--- src/rtl/ysyx_22040759_dmem_resp.sv ---
// MEM-stage data-memory responder: turns one load/store at a time into a 64-bit
// SRAM request/grant/rvalid transaction and returns an aligned, extended result.
module ysyx_22040759_dmem_resp #(
  parameter int unsigned ADDR_W = 32
) (
  input  logic              clk,
  input  logic              rst,
  input  logic              mem_valid,
  input  logic              mem_req,
  input  logic [ADDR_W-1:0] mem_addr,
  input  logic [2:0]        mem_size,
  input  logic [63:0]       mem_data_write,
  output logic              mem_ready,
  output logic [63:0]       mem_data_read,
  output logic              mem_misalign,
  output logic              ram_req,
  output logic              ram_we,
  output logic [ADDR_W-1:0] ram_addr,
  output logic [63:0]       ram_wdata,
  output logic [7:0]        ram_wstrb,
  input  logic              ram_gnt,
  input  logic              ram_rvalid,
  input  logic [63:0]       ram_rdata
);

  typedef enum logic [2:0] {
    S_IDLE,
    S_REQ,
    S_WAIT,
    S_RESP,
    S_DRAIN
  } state_e;

  state_e            state_q, state_d;
  logic [ADDR_W-1:0] addr_q, addr_d;
  logic [2:0]        size_q, size_d;
  logic [63:0]       wdata_q, wdata_d;
  logic              we_q, we_d;
  logic              mis_q, mis_d;
  logic [63:0]       rdata_q, rdata_d;

  logic              misalign_in;
  logic [63:0]       rd_sh;
  logic [63:0]       load_data;
  logic [7:0]        byte_mask;

  // Natural alignment depends only on the access width, so loads and stores share it.
  always_comb begin
    misalign_in = 1'b0;
    case (mem_size[1:0])
      2'd1:    misalign_in = mem_addr[0];
      2'd2:    misalign_in = |mem_addr[1:0];
      2'd3:    misalign_in = |mem_addr[2:0];
      default: misalign_in = 1'b0;
    endcase
  end

  always_comb begin
    rd_sh     = ram_rdata >> {addr_q[2:0], 3'b000};
    load_data = '0;
    case (size_q)
      3'd0:    load_data = {{56{rd_sh[7]}},  rd_sh[7:0]};
      3'd1:    load_data = {{48{rd_sh[15]}}, rd_sh[15:0]};
      3'd2:    load_data = {{32{rd_sh[31]}}, rd_sh[31:0]};
      3'd3:    load_data = rd_sh;
      3'd4:    load_data = {56'd0, rd_sh[7:0]};
      3'd5:    load_data = {48'd0, rd_sh[15:0]};
      3'd6:    load_data = {32'd0, rd_sh[31:0]};
      default: load_data = '0;
    endcase
  end

  always_comb begin
    byte_mask = 8'h01;
    case (size_q[1:0])
      2'd0:    byte_mask = 8'h01;
      2'd1:    byte_mask = 8'h03;
      2'd2:    byte_mask = 8'h0F;
      default: byte_mask = 8'hFF;
    endcase
  end

  always_ff @(posedge clk or negedge rst) begin
    if (!rst) begin
      state_q <= S_IDLE;
      addr_q  <= '0;
      size_q  <= '0;
      wdata_q <= '0;
      we_q    <= 1'b0;
      mis_q   <= 1'b0;
      rdata_q <= '0;
    end else begin
      state_q <= state_d;
      addr_q  <= addr_d;
      size_q  <= size_d;
      wdata_q <= wdata_d;
      we_q    <= we_d;
      mis_q   <= mis_d;
      rdata_q <= rdata_d;
    end
  end

  always_comb begin
    state_d = state_q;
    addr_d  = addr_q;
    size_d  = size_q;
    wdata_d = wdata_q;
    we_d    = we_q;
    mis_d   = mis_q;
    rdata_d = rdata_q;
    case (state_q)
      S_IDLE: begin
        if (mem_valid) begin
          addr_d  = mem_addr;
          size_d  = mem_size;
          wdata_d = mem_data_write;
          we_d    = mem_req;
          mis_d   = misalign_in;
          if (misalign_in) begin
            rdata_d = '0;
            state_d = S_RESP;
          end else begin
            state_d = S_REQ;
          end
        end
      end
      // rvalid coinciding with the grant is deliberately not looked at here
      S_REQ: begin
        if (ram_gnt) state_d = S_WAIT;
      end
      S_WAIT: begin
        if (ram_rvalid) begin
          rdata_d = we_q ? '0 : load_data;
          state_d = S_RESP;
        end
      end
      S_RESP:  state_d = S_DRAIN;
      // Hold off until the MEM stage withdraws, so one request is served once.
      S_DRAIN: begin
        if (!mem_valid) state_d = S_IDLE;
      end
      default: state_d = S_IDLE;
    endcase
  end

  always_comb begin
    mem_ready     = 1'b0;
    mem_misalign  = 1'b0;
    mem_data_read = rdata_q;
    ram_req       = 1'b0;
    ram_we        = 1'b0;
    ram_addr      = '0;
    ram_wdata     = '0;
    ram_wstrb     = '0;
    case (state_q)
      S_REQ: begin
        ram_req   = 1'b1;
        ram_we    = we_q;
        ram_addr  = {addr_q[ADDR_W-1:3], 3'b000};
        ram_wdata = we_q ? (wdata_q << {addr_q[2:0], 3'b000}) : '0;
        ram_wstrb = we_q ? (byte_mask << addr_q[2:0]) : '0;
      end
      S_RESP: begin
        mem_ready    = 1'b1;
        mem_misalign = mis_q;
      end
      default: ;
    endcase
  end

endmodule

--- config.mk ---
export PLATFORM = sky130hd
export DESIGN_NAME = ysyx_22040759_dmem_resp
export DESIGN_NICKNAME = d
export VERILOG_FILES = /design/src/rtl/ysyx_22040759_dmem_resp.sv
export SDC_FILE = /design/constraint.sdc
export NUM_CORES = 1
export LEC_CHECK = 0
export BUFFER_PORTS_ARGS = -buffer_cell sky130_fd_sc_hd__buf_4
export CAP_MARGIN = 20
export CORE_MARGIN = 4
export CORE_UTILIZATION = 34
export CTS_BUF_LIST = sky130_fd_sc_hd__clkbuf_16
export CTS_CLUSTER_DIAMETER = 30
export DETAILED_ROUTE_END_ITERATION = 6
export GPL_ROUTABILITY_DRIVEN = 0
export GPL_TIMING_DRIVEN = 0
export HOLD_SLACK_MARGIN = 0.08
export PLACE_DENSITY_LB_ADDON = 0.05
export SYNTH_ARGS = -nofsm -noshare
export SYNTH_HDL_FRONTEND = slang
export SYNTH_SLANG_ARGS = --single-unit
--- constraint.sdc ---
create_clock -name clk -period 2.34 [get_ports clk]
set_input_delay 0.468 -clock clk [delete_from_list [all_inputs] [get_ports clk]]
set_output_delay 0.468 -clock clk [all_outputs]
set_load 0.1 [all_outputs]
==> summary.txt <==
Outcome
  • Status: finished with violations
  • Failing checks: negative setup slack

Critical path
  • Count of buffer and inverter cells on the critical path: 5
  • CP top delay family: simple AND/OR/NAND/NOR gates
  • CP cell instances: nor2_4 -> nand2_2 -> inv_4 -> nand2_8 -> or2_4 -> clkbuf_16 -> buf_6 -> buf_6 -> nor2_4 -> buf_12
  • Worst Reg-to-Reg Cells: 9
  • CP endpoint: ram_wstrb[0]
  • Startpoint Class: flip-flop
  • Critical Path RT: 1.87 ns
  • Crit. End Element: primary output
  • Instance count on the critical path: 10
  • Crit-path max cell delay: around 0.43 ns
  • R2r endpoint: mem_data_read[20]$_DFFE_PN0P_
  • RR Startpoint: addr_q[1]$_DFFE_PN0P_
  • R2r setup slk: -0.20 ns
  • WP data arrival: 2.28 ns
  • Crit Path Class: reg2out
  • Crit. Startpoint: state_q[2]$_DFFE_PN0P_
  • Critical-path top delay cell: dfrtp_2
  • Worst Path Max Fanout: 6

Synthesis
  • Largest family of logic cells by synthesized area: multiplexers
  • Register area share after synthesis: 41.4%
  • Post-Synth Simple-Gate Area: 14.6%
  • Post-synth top area cell: dfrtp_1
  • Post-synthesis xor/xnor area fraction: less than 1%
  • Area contributors post-synth: dfrtp_1 (41%), mux2_2 (14%), mux2i_1 (7.1%)
  • Synth Instances: 997
  • Synth Flop Type: dfrtp_1
  • Area share of the largest cell type after synthesis: 41.4%
  • Synth Cell Area: between 10000 and 15000 um2
  • Yosys warnings: 0
  • Post-synthesis adder-cell area fraction: 0%
  • Post-synthesis mux area share: about a quarter
  • Synth Register Bits: 168
  • Post-synthesis compound-gate area fraction: 14.0%
  • Cell variety after synth: 55
  • EDFF count, synth: 0
  • Post-synth ARST share: 100%
  • Syn Area/Cell: 10.2 um2

STA
  • Final clock skew: around 0.014 ns
  • Hold violation count in the final report: 0
  • TNS Setup: -27.53 ns
  • Unrepaired setup endpoints after global routing: yes
  • Fin crit share: 117%
  • Final setup margin: -0.409 ns
  • Setup violators final: 119
  • Worst Tran Pin Value: 0.758 ns
  • Final min period: 2.75 ns
  • Max Slew Vio Count: 0
  • Slew HR: 49.5%
  • Fmax: 364 MHz

Detailed routing
  • Routed WL: 47400 um
  • Via density: 5.65
  • Post-route DRC violation count: 0
  • DR WL/cell: 25.9 um
  • Post-route ant nets: 0
  • Via count: roughly 10000
  • First drt pass iteration count: 5
  • DRT iter0 DRCs: 810

GRT
  • Pin count of the biggest net entering global routing: about 110
  • Met2 Usage GRT: 43.9%
  • Total track usage: between 20% and 30%
  • GR peak layer: met2
  • GR Layer Usage met3: between 6 and 7%
  • First-pass GRT wire length: 68600 um
  • Vias in the first global route: 10634
  • Grt met1 use: 37.2%
  • Antenna violations before repair: 1
  • Total gr overflow: 0

Clock network
  • H-tree Lvls: 4
  • Clock Latency Late Sink: 0.43 ns
  • CTS tree: built
  • Reg clk slew, reported paths: approximately 0.080 ns
  • Clock tree buffer depth: 2
  • Clk sink count: ~170
  • Root Buffer: clkbuf_16
  • Total CTS buffers: 17

Worst hold path
  • Hold path cells: 2
  • Hold/Removal Path Class: in2reg

Cells and area
  • Design area: around 19000 um2
  • P&R area growth vs syn: 82.6%
  • Layout cell share with drive strength beyond 1: 63.5%
  • Fill cell count: about 2300
  • Final Instance Count excl. Fillers: 1833
  • Most common cell after layout, fill and taps aside: buf_4
  • Post-route core utilization: between 60 and 70%
  • Commonest non-fill, non-tap cells in the layout: buf_4 (283), dfrtp_1 (165), buf_12 (126)
  • Final net count: around 1600

Die
  • Die footprint: 32700 um2
  • Die width: 181 um
  • Core area: 29100 um2
  • # rows: 62
  • Num ports: 341
  • Initial core utilization: 34.9%
  • Die Y: 181 um

Pwr
  • VDD IR max: about 0.001 V
  • Power Total: 30.2 mW
  • Power density over the cells: 1630 nW/um2
  • Leakage: just over 8 nW

Placement
  • Placed insts: roughly 1700
  • Port bufs: 337
  • Hpwl dp: 32900 um
  • Area after DPL: 14000 um2

Flow run
  • Maxcap violations: 0
-- cell usage after synthesis (2+ instances only) --
| cell type | number |
|---|---|
| nor2_1 | 104 |
| buf_2 | 24 |
| or3_1 | 2 |
| a22oi_1 | 9 |
| mux2i_1 | 72 |
| a2bb2oi_1 | 8 |
| inv_1 | 8 |
| nand3b_1 | 10 |
| mux4_2 | 17 |
| a211oi_1 | 23 |
| and2_1 | 47 |
| a221o_1 | 23 |
| buf_4 | 3 |
| nand2_1 | 60 |
| o22ai_1 | 11 |
| a221oi_1 | 8 |
| and3_1 | 9 |
| dfrtp_1 | 168 |
| nor3b_1 | 2 |
| o21ai_0 | 22 |
| o2bb2ai_1 | 9 |
| nand3_1 | 25 |
| o32ai_1 | 15 |
| buf_1 | 13 |
| a31oi_1 | 8 |
| nand2b_1 | 5 |
| nor2b_1 | 20 |
| or2_2 | 5 |
| clkbuf_1 | 51 |
| a21oi_1 | 58 |
| nor3_1 | 3 |
| o21a_1 | 2 |
| buf_6 | 2 |
| mux2_2 | 129 |
| mux2_1 | 2 |
-- power by group --
group          internal (mW)  switching (mW)  total (mW)
combinational           9.03            12.8        21.8
clock                   1.41            1.39        2.80
sequential              4.16            1.43        5.59
-- cells by family (layout without fill, tap and decap cells) --
family / after synthesis / count (layout)
other cells: 1 / 4
buf+inv: 101 / 550
flops: 168 / 168
compound gates: 204 / 204
xor+xnor: 1 / 1
mux: 221 / 221
simple gates: 301 / 301
-- worst min path at each step --
stage,from,to
after floorplan,rst,addr_q[0]$_DFFE_PN0P_
after global routing,ram_gnt,state_q[0]$_DFFE_PN0P_
after CTS,ram_gnt,state_q[0]$_DFFE_PN0P_
after detailed placement,rst,wdata_q[34]$_DFFE_PN0P_
after global placement,mem_data_read[6]$_DFFE_PN0P_,mem_data_read[6]$_DFFE_PN0P_
final,ram_gnt,state_q[0]$_DFFE_PN0P_
-- flip-flops by register name, indices dropped and copies added (netlist names) --
signal	count
wdata_q	64
mem_data_read	64
we_q	1
addr_q	32
state_q	3
size_q	3
mis_q	1
-- final cells by class --
type	count	area (um2)	share of cell area [%]
sequential	168	4210	22.7
timing repair buffer	423	4940	26.7
clock buffer	17	425	2.30
buffer	87	1030	5.58
multi-input combinational	730	7270	39.2
tap	384	480	2.59
clock inverter	15	131	0.709
antenna	1	2.50	0.0135
inverter	8	36.3	0.196
-- per-layer routing --
metal	routed length [um]	part of all wire, %
met1	19800	42
met2	22200	47
met3	4290	9.0
met4	1110	2.3
met5	0	0
-- through the flow --
| step | worst slack (ns) | hold slack [ns] |
|---|---|---|
| 6_report | -0.409 | 0.255 |
| 5_1_grt | -0.460 | 0.243 |
| 4_1_cts | -0.440 | 0.236 |
| 3_5_place_dp | -0.712 | 0.452 |
| 3_3_place_gp | -0.640 | 0.471 |
| 2_1_floorplan | -0.213 | 0.172 |
-- timing repair --
item                       CTS  global route
hold buffers                 1             0
setup endpoints to repair  238           188
hold endpoints to repair    63             0
resized for setup          635           109
pin swaps                   44            57
gates cloned                12             7
buffers inserted            37            31
Note: power is estimated with default switching activity, not from simulation.
